--- src/rtl/systolic_operand_skew.sv ---
// Operand-feed skew for the N1 x N2 systolic array: per-bank read address/enable
// delayed by lane index, plus a per-PE init pulse delayed by x+y+1 cycles.
module systolic_operand_skew #(
  parameter int D_W = 8,
  parameter int N1  = 4,
  parameter int N2  = 4,
  parameter int M   = 8,
  localparam int AW_A = $clog2(M*M/N1),
  localparam int AW_B = $clog2(M*M/N2)
) (
  input  logic              clk,
  input  logic              rst,
  input  logic              rd_en,
  input  logic [AW_A-1:0]   rd_addr_A,
  input  logic [AW_B-1:0]   rd_addr_B,
  input  logic              init_in,
  output logic [AW_A-1:0]   rd_addr_A_bram [N1-1:0],
  output logic [N1-1:0]     rd_en_A_bram,
  output logic [AW_B-1:0]   rd_addr_B_bram [N2-1:0],
  output logic [N2-1:0]     rd_en_B_bram,
  output logic [N1*N2-1:0]  init_pe
);

  localparam int INIT_D = N1 + N2 - 1;

  // The bank split assumes whole tiles; D_W has no datapath here.
  if ((M % N1) != 0 || (M % N2) != 0 || D_W < 1) begin : g_bad_cfg
    $error("systolic_operand_skew: M must be divisible by N1 and N2, D_W >= 1");
  end

  // A lanes: lane 0 is a wire, lane i carries {en, addr} through i registers.
  for (genvar i = 0; i < N1; i++) begin : g_lane_a
    if (i == 0) begin : g_pass
      assign rd_addr_A_bram[0] = rd_addr_A;
      assign rd_en_A_bram[0]   = rd_en;
    end else begin : g_dly
      logic [AW_A:0] stage [i];
      always_ff @(posedge clk or negedge rst) begin
        if (!rst) begin
          for (int k = 0; k < i; k++) stage[k] <= '0;
        end else begin
          stage[0] <= {rd_en, rd_addr_A};
          for (int k = 1; k < i; k++) stage[k] <= stage[k-1];
        end
      end
      assign {rd_en_A_bram[i], rd_addr_A_bram[i]} = stage[i-1];
    end
  end

  for (genvar j = 0; j < N2; j++) begin : g_lane_b
    if (j == 0) begin : g_pass
      assign rd_addr_B_bram[0] = rd_addr_B;
      assign rd_en_B_bram[0]   = rd_en;
    end else begin : g_dly
      logic [AW_B:0] stage [j];
      always_ff @(posedge clk or negedge rst) begin
        if (!rst) begin
          for (int k = 0; k < j; k++) stage[k] <= '0;
        end else begin
          stage[0] <= {rd_en, rd_addr_B};
          for (int k = 1; k < j; k++) stage[k] <= stage[k-1];
        end
      end
      assign {rd_en_B_bram[j], rd_addr_B_bram[j]} = stage[j-1];
    end
  end

  // One shared init chain; every PE on the same anti-diagonal taps the same stage.
  logic [INIT_D:1] init_q;

  always_ff @(posedge clk or negedge rst) begin
    if (!rst) begin
      init_q <= '0;
    end else begin
      init_q[1] <= init_in;
      for (int k = 2; k <= INIT_D; k++) init_q[k] <= init_q[k-1];
    end
  end

  for (genvar x = 0; x < N1; x++) begin : g_pe_row
    for (genvar y = 0; y < N2; y++) begin : g_pe_col
      assign init_pe[x*N2+y] = init_q[x+y+1];
    end
  end

endmodule

--- config.mk ---
export PLATFORM = sky130hd
export DESIGN_NAME = systolic_operand_skew
export DESIGN_NICKNAME = d
export VERILOG_FILES = /design/src/rtl/systolic_operand_skew.sv
export SDC_FILE = /design/constraint.sdc
export NUM_CORES = 1
export LEC_CHECK = 0
export ABC_AREA = 1
export BUFFER_PORTS_ARGS = -buffer_cell sky130_fd_sc_hd__buf_2
export CORE_UTILIZATION = 43
export DETAILED_ROUTE_END_ITERATION = 6
export GPL_TIMING_DRIVEN = 0
export PLACE_DENSITY_LB_ADDON = 0.25
export SYNTH_ARGS = -nofsm -noshare
export SYNTH_HDL_FRONTEND = slang
export SYNTH_SLANG_ARGS = --single-unit
--- constraint.sdc ---
create_clock -name clk -period 1.5 [get_ports clk]
set_input_delay 0.3 -clock clk [delete_from_list [all_inputs] [get_ports clk]]
set_output_delay 0.3 -clock clk [all_outputs]
set_load 0.03 [all_outputs]
==> results.json, run 1 <==
{
  "min_period_over_period_pct": 89.7,
  "crit_fanout": 5,
  "yosys_warnings": 0,
  "post_cts_buffers": 0,
  "synth-seq-cells": 34,
  "comb_power_share_pct": 18.2,
  "seq_power_share_pct": 57.0,
  "holdCritPathClass": "input pin to asynchronous set/reset pin",
  "syn_inst": 56,
  "layout.nets": 142,
  "io_buffer_count": 67,
  "r2r_setup_slack_ns": 0.95,
  "hold_violations": 0,
  "worst_pin_slew_ns": 0.700,
  "syn_nets": 68,
  "layout-drive-gt1-share_pct": 72.3,
  "grt_max_degree": 35,
  "ff_latch_area_um2": 851,
  "power_switching_w": 0.000490,
  "status": "complete, no violations",
  "final_cells": 158,
  "routed-via-count": 679,
  "required_ns": 1.20,
  "synth_area_leader_cell": "dfrtp_1",
  "ant_nets": 0,
  "final_core_util_pct": 64.7,
  "setup_viol_count_final": 0,
  "maxSlewViolCount": 0,
  "syn-cell-area_um2": 1020,
  "clk_pin_slew_ns": 0.09,
  "yosys.area_share.simple_pct": 0,
  "critical-path-max-stage-delay_ns": 0.42,
  "remaining_drc_errors": 0,
  "ctsHoldBuffers": 0,
  "finClkSkew_ns": 0.00482,
  "rows": 17,
  "synth-xor-area-share_pct": 0,
  "p_leak_nw": 0.791,
  "via_per_inst": 4.30,
  "max_cap_violations": 0,
  "rsz0062_at_grt": "no",
  "clock_sinks": 34,
  "cp_cell_sequence": "buf_4 -> buf_2",
  "grt_pass1_vias": 616,
  "cts_tree": "done",
  "yosysUniqueCellTypes": 2,
  "cts_buffers": 5,
  "synth_top_cell_area_share_pct": 83.7,
  "dr_wl_met2_um": 933,
  "dp.cells": 151,
  "multiInputGateArea_um2": 0,
  "clockRootBuffer": "clkbuf_4",
  "clock_latency_ns": 0.31,
  "rr_endpoint": "init_q[5]",
  "routedWlPerCell_um": 10.4,
  "critPathKind": "register to output pin",
  "core_area_um2": 2210,
  "cts_resized": 0,
  "cts_buffer_depth": 2,
  "swShare_pct": 28.4,
  "p_clk_share_pct": 24.8,
  "synthMuxAreaShare_pct": 0,
  "rr_worst_depth": 0,
  "ios": 68,
  "die_x_um": 50.6,
  "dr.pass1.iters": 2,
  "antenna_found_initial": 0,
  "synth-compound-area-share_pct": 0,
  "wl_met3_um": 166,
  "slowest_stage": "dfrtp_1",
  "timing.hold.ws_ns": 0.0244,
  "gp_congestion": 0.602,
  "die_h_um": 50.6,
  "ir_worst_vdd_v": 0.000768,
  "p_int_w": 0.00124,
  "syn_area_per_cell_um2": 18.1,
  "grt_pass1_wl_um": 2480,
  "antennaDiodeCount": 0,
  "setup_tns_ns": 0,
  "wl_met1_um": 521,
  "htreeDepth": 2,
  "r2r_start": "init_q[4]",
  "highest_layer": "met4",
  "wl_um": 1650,
  "synthAdderAreaFrac_pct": 0,
  "fillers": 204,
  "fmax_mhz": 743,
  "initialDrtViolationCount": 1,
  "crit_path_end_kind": "output pin",
  "area.growth.synth_to_final_pct": 40.9,
  "nMultiInputCombCells": 0,
  "final_common_cell": "buf_2",
  "p_per_area_nw_per_um2": 1210,
  "ys_seq_area_share_pct": 83.7,
  "min_period_ns": 1.35,
  "start_util_pct": 45.9,
  "dieArea_um2": 2560,
  "cp.arrival_ns": 1.05,
  "synth_area_leaders": "dfrtp_1, buf_4",
  "cp-start-kind": "register",
  "grt-ovfl-total": 0,
  "layout_common_cells": "buf_2, dfrtp_1, buf_4",
  "synth_top_family_by_area": "buffers and inverters",
  "relSlewSlack_pct": 53.3,
  "grt_util_all_layers_pct": 14.6
}
logic make-up (layout without fill, tap and decap cells):
kind of cell	Yosys count	in the layout
DFF	34	34
buffers and inverters	22	96
per-layer routing:
layer  up-vias  track usage [%]
li1        302                -
met1       329             12.3
met2        45             26.2
met3         3             6.36
met4         0             11.1
met5         -                0
worst max-delay path: cells and delay by family, from the launching register on:
family | cells | cell delay, ns
flops | 1 | 0.42
buf+inv | 2 | 0.32
power by group through the flow:
stage | Combinational, W | Clock, W | Sequential (W)
after global placement | 0.000314 | 0 | 0.000999
after global routing | 0.000329 | 0.000492 | 0.000990
after floorplan | 0.000109 | 0 | 0.00110
after detailed placement | 0.000317 | 0 | 0.00100
after CTS | 0.000318 | 0.000452 | 0.000985
final | 0.000314 | 0.000429 | 0.000983
through the flow:
| stage | cell area, um2 | worst slack, ns | total power [W] |
|---|---|---|---|
| after floorplan | 1020 | 0.446 | 0.00121 |
| after global placement | 1390 | 0.501 | 0.00131 |
| after detailed placement | 1390 | 0.486 | 0.00132 |
| after CTS | 1430 | 0.124 | 0.00175 |
| after global routing | 1430 | 0.0887 | 0.00181 |
| final | 1430 | 0.155 | 0.00173 |
sequential cells by signal, indices dropped and copies added (netlist names):
name / count
g_lane_b.g_dly.stage: 8
rd_addr_A_bram: 8
g_lane_a.g_dly.stage: 5
rd_en_A_bram: 2
rd_addr_B_bram: 4
init_q: 7
cell usage after synthesis (all sizes together):
| library cell | number |
|---|---|
| buf | 22 |
| dfrtp | 34 |
final cells by class:
type	instances	area share, %
flip-flops and latches	34	59.4
repair buffers	67	23.4
plain buffers	22	11.5
clock buffers	7	3.15
well taps	28	2.45
worst max path at each step:
stage               cells past startpoint          end  slack (ns)  startpoint
detailed placement                      2   init_pe[9]        0.49   init_q[4]
CTS                                     2   init_pe[9]        0.12   init_q[4]
global route                            2   init_pe[9]        0.09   init_q[4]
floorplan                               1  init_pe[12]        0.45   init_q[4]
finish                                  2   init_pe[9]        0.15   init_q[4]
global placement                        2   init_pe[9]        0.50   init_q[4]
Power figures use the tool's default switching activity.
==> run 2: changes to the inputs <==
PLACE_DENSITY = 0.82   (was default)
PLACE_DENSITY_LB_ADDON = default   (was 0.25)
SKIP_LAST_GASP = 1   (was default)
==> run 2 against run 1 <==
Sequential cell count is the same. Sequential power is essentially flat. Cell area rose by 1.0%. Worst setup slack got worse by 0.018 ns. Clock-buffer cell count did not move. Routed wire length is 10% higher. Utilization up 0.68 points. Non-clock buffer count unchanged. First-iteration DRC count rose to 10 times the previous value. Critical path type unchanged. Critical endpoint is now init_pe[6]. Largest power group unchanged. Highest routed layer unchanged.
==> results.json, run 2 (same netlist as run 1, synthesis figures left out) <==
{
  "core_area_um2": 2210,
  "layout.nets": 142,
  "ir_worst_vdd_v": 0.000896,
  "dr.pass1.iters": 4,
  "via_per_inst": 4.19,
  "cp.arrival_ns": 1.06,
  "antenna_found_initial": 0,
  "gp_congestion": 0.650,
  "layout-drive-gt1-share_pct": 73.3,
  "grt_pass1_vias": 660,
  "setup_viol_count_final": 0,
  "clock_latency_ns": 0.32,
  "hold_violations": 0,
  "clk_pin_slew_ns": 0.10,
  "htreeDepth": 2,
  "final_cells": 159,
  "cts_resized": 0,
  "rsz0062_at_grt": "no",
  "status": "complete, no violations",
  "crit_path_end_kind": "output pin",
  "clockRootBuffer": "clkbuf_4",
  "min_period_ns": 1.36,
  "cts_buffers": 5,
  "rows": 17,
  "relSlewSlack_pct": 54.2,
  "dp_hpwl_um": 1380,
  "setup_tns_ns": 0,
  "final_common_cell": "buf_2",
  "required_ns": 1.20,
  "fillers": 183,
  "worst_pin_slew_ns": 0.688,
  "multiInputGateArea_um2": 0,
  "ctsHoldBuffers": 0,
  "io_buffer_count": 67,
  "fmax_mhz": 734,
  "max_cap_violations": 0,
  "area.growth.synth_to_final_pct": 42.4,
  "placed_area_um2": 1390,
  "routed-via-count": 666,
  "grt_pass1_wl_um": 2860,
  "grt_max_degree": 35,
  "wl_um": 1820,
  "routedWlPerCell_um": 11.4,
  "die_x_um": 50.6,
  "nMultiInputCombCells": 0,
  "ant_nets": 0,
  "finClkSkew_ns": 0.00825,
  "grt_util_all_layers_pct": 16.6,
  "cp-start-kind": "register",
  "dieArea_um2": 2560,
  "maxSlewViolCount": 0,
  "r2r_setup_slack_ns": 0.95,
  "cts_buffer_depth": 2,
  "clock_sinks": 34,
  "min_period_over_period_pct": 90.9,
  "remaining_drc_errors": 0,
  "final_cell_area_um2": 1450,
  "holdCritPathClass": "input pin to asynchronous set/reset pin",
  "antennaDiodeCount": 0,
  "dp.cells": 151,
  "critPathKind": "register to output pin",
  "post_cts_buffers": 0,
  "p_per_area_nw_per_um2": 1240,
  "initialDrtViolationCount": 10,
  "grt-ovfl-total": 0,
  "die_h_um": 50.6,
  "layout_common_cells": "buf_2, dfrtp_1, buf_4",
  "cts_tree": "done",
  "p_leak_nw": 0.801,
  "start_util_pct": 45.9,
  "ios": 68,
  "crit_fanout": 5
}
[run 2: cell types whose count changed in the layout (fill, tap and decap cells not counted)]
cell,previous run,this run
clkbuf_8,0,1
clkinv_2,0,1
clkbuf_1,2,1
[run 2: path summary, 6_finish.rpt]
path,from,end,cells after the start
min in group clk,init_in,init_q[1],1
max in group asynchronous,rst,g_lane_a[3].g_dly.stage[14],1
worst min register to register,g_lane_a[3].g_dly.stage[12],rd_addr_A_bram[10],0
worst max register to register,init_q[4],init_q[5],0
worst min-delay path,rst,g_lane_b[2].g_dly.stage[5],1
worst max-delay path,init_q[4],init_pe[6],2
[run 2: power by group]
part / leakage [nW] / switching [W] / internal, W
clock: 0.0353 / 0.000264 / 0.000227
sequential: 0.396 / 0.0000225 / 0.000962
combinational: 0.369 / 0.000219 / 0.0000972
[run 2: area by class of cell]
type / count / area [um2] / share of cell area [%]
repair buffers: 67 / 335 / 23.2
clock inverters: 1 / 5.00 / 0.346
plain buffers: 22 / 165 / 11.4
well taps: 28 / 35.0 / 2.42
flip-flops and latches: 34 / 851 / 58.8
clock buffers: 7 / 55.1 / 3.81
[run 2: metrics by stage]
stage	total power, W	utilization (%)	worst slack (ns)	hold WS (ns)
finish	0.00179	65.4	0.137	0.0157
detailed placement	0.00132	62.7	0.501	0.353
CTS	0.00182	65.4	0.124	0.0280
floorplan	0.00121	-	0.446	0.00441
global placement	0.00131	62.7	0.510	0.353
global route	0.00188	65.4	0.0764	0.0567
[run 2: worst max-delay path, cell delays in order, from the launching register on]
cell,delay (ns)
dfrtp_1,0.43
buf_4,0.15
buf_2,0.17
[run 2: per-layer routing]
metal  up-vias  routed length [um]  GRT usage (%)
met5         -                   0              0
met3         2                 185           10.9
met2        35                1010           27.1
li1        303                   -              -
met1       326                 594           15.3
met4         0                  29           9.72
==> run 3: changes to the inputs <==
CELL_PAD_IN_SITES_DETAIL_PLACEMENT = 1   (was default)
CELL_PAD_IN_SITES_GLOBAL_PLACEMENT = 1   (was default)
CORE_UTILIZATION = 33   (was 43)
PLACE_DENSITY = default   (was 0.82)
PLACE_DENSITY_LB_ADDON = 0.1   (was default)
SLEW_MARGIN = 15   (was default)
==> run 3 against run 2 <==
The flow now finishes with violations (DRC). Hold slack improved by 0.0014 ns. Combinational power is essentially flat. Die area up 29%. Via count grew 2.4%. Clock-buffer cell count increased by 1. Sequential share of layout area is 0.90 points lower. Final cell count is 1.9% higher. Non-clock buffer count stayed put. Critical path type unchanged. Critical endpoint is now init_pe[12]. Largest cell class unchanged. Largest power group unchanged.
==> results.json, run 3 (same netlist as run 1, synthesis figures left out) <==
{
  "status": "complete, but fails checks",
  "violations": "DRC",
  "antennaDiodeCount": 0,
  "cts_tree": "done",
  "grt_max_degree": 35,
  "via_per_inst": 4.21,
  "setup_tns_ns": 0,
  "core_area_um2": 2830,
  "dp_hpwl_um": 1380,
  "clock_sinks": 34,
  "ir_worst_vdd_v": 0.000673,
  "min_period_over_period_pct": 91.3,
  "p_int_w": 0.00138,
  "comb_power_share_pct": 16.5,
  "hold_violations": 0,
  "holdCritPathClass": "input pin to asynchronous set/reset pin",
  "layout_common_cells": "buf_2, dfrtp_1, buf_4",
  "rows": 19,
  "dp.cells": 154,
  "maxSlewViolCount": 0,
  "dr.pass1.iters": 5,
  "ios": 68,
  "die_x_um": 57.5,
  "p_clk_share_pct": 31.9,
  "cts_buffer_depth": 2,
  "min_period_ns": 1.37,
  "max_cap_violations": 0,
  "p_leak_nw": 0.810,
  "die_h_um": 57.5,
  "finClkSkew_ns": 0.00257,
  "clockRootBuffer": "clkbuf_4",
  "slowest_stage": "dfrtp_1",
  "remaining_drc_errors": 4,
  "post_cts_buffers": 0,
  "worst_pin_slew_ns": 0.729,
  "final_cells": 162,
  "fmax_mhz": 730,
  "cts_resized": 0,
  "nMultiInputCombCells": 0,
  "layout.nets": 142,
  "grt_pass1_wl_um": 2810,
  "initialDrtViolationCount": 17,
  "r2r_setup_slack_ns": 0.94,
  "grt_util_all_layers_pct": 12.4,
  "htreeDepth": 2,
  "fillers": 322,
  "io_buffer_count": 67,
  "area.growth.synth_to_final_pct": 44.6,
  "ctsHoldBuffers": 0,
  "cp_cell_sequence": "buf_4 -> buf_2",
  "routedWlPerCell_um": 11.7,
  "seq_power_share_pct": 51.5,
  "setup_viol_count_final": 0,
  "start_util_pct": 35.9,
  "grt-ovfl-total": 0,
  "ant_nets": 0,
  "cp-start-kind": "register",
  "grt_pass1_vias": 642,
  "antenna_found_initial": 0,
  "routed-via-count": 682,
  "final_common_cell": "buf_2",
  "critPathKind": "register to output pin",
  "crit_path_end_kind": "output pin",
  "swShare_pct": 27.7,
  "required_ns": 1.20,
  "layout-drive-gt1-share_pct": 74.0,
  "clk_pin_slew_ns": 0.10,
  "cp.arrival_ns": 1.07,
  "crit_family": "flip-flops",
  "gp_congestion": 0.591,
  "critical-path-max-stage-delay_ns": 0.43,
  "dieArea_um2": 3300,
  "crit_fanout": 5,
  "cts_buffers": 5,
  "wl_um": 1890,
  "p_per_area_nw_per_um2": 1300,
  "path_buf_inv": 2,
  "rsz0062_at_grt": "no",
  "timing.hold.ws_ns": 0.0171,
  "clock_latency_ns": 0.33,
  "multiInputGateArea_um2": 0,
  "relSlewSlack_pct": 51.4,
  "power_switching_w": 0.000529
}
[run 3: cell types whose count changed in the layout (fill, tap and decap cells not counted)]
| cell | previous run | this run |
|---|---|---|
| clkinv_2 | 1 | 0 |
| clkbuf_1 | 1 | 0 |
| clkbuf_8 | 1 | 3 |
[run 3: stage by stage]
step	util, %	worst slack [ns]	total power (W)	cell area, um2
after floorplan	-	0.446	0.00121	1020
after global placement	49.1	0.497	0.00132	1390
after detailed placement	49.1	0.487	0.00132	1390
after CTS	51.9	0.104	0.00195	1470
after global routing	51.9	0.0482	0.00199	1470
final	51.9	0.130	0.00191	1470
[run 3: power by group through the flow]
stage | clock (W) | sequential (W) | combinational, W
finish | 0.000610 | 0.000984 | 0.000315
global route | 0.000670 | 0.000990 | 0.000331
detailed placement | 0 | 0.00100 | 0.000319
CTS | 0.000640 | 0.000985 | 0.000320
global placement | 0 | 0.00100 | 0.000316
floorplan | 0 | 0.00110 | 0.000109
[run 3: path summary, 6_finish.rpt]
check,start,to,depth (start not counted)
min in group clk,init_in,init_q[1],1
min,rst,init_q[7],1
min reg2reg,g_lane_b[3].g_dly.stage[7],rd_addr_B_bram[14],0
max in group asynchronous,rst,rd_addr_A_bram[13],1
max,init_q[4],init_pe[12],2
max reg2reg,init_q[4],init_q[5],0
[run 3: cell type report]
cell class	instances	area (um2)	area share (%)
Buffer	22	165	11.2
Clock buffer	8	78.8	5.37
Sequential cell	34	851	57.9
Tap cell	31	38.8	2.64
Timing Repair Buffer	67	335	22.8
[run 3: per-layer routing]
layer	vias to the layer above	track usage (%)	share of wire (%)
met5	-	0	0
met4	0	7.32	1.4
met3	5	8.39	12
met2	45	20.3	51
met1	334	11.4	35
li1	298	-	-
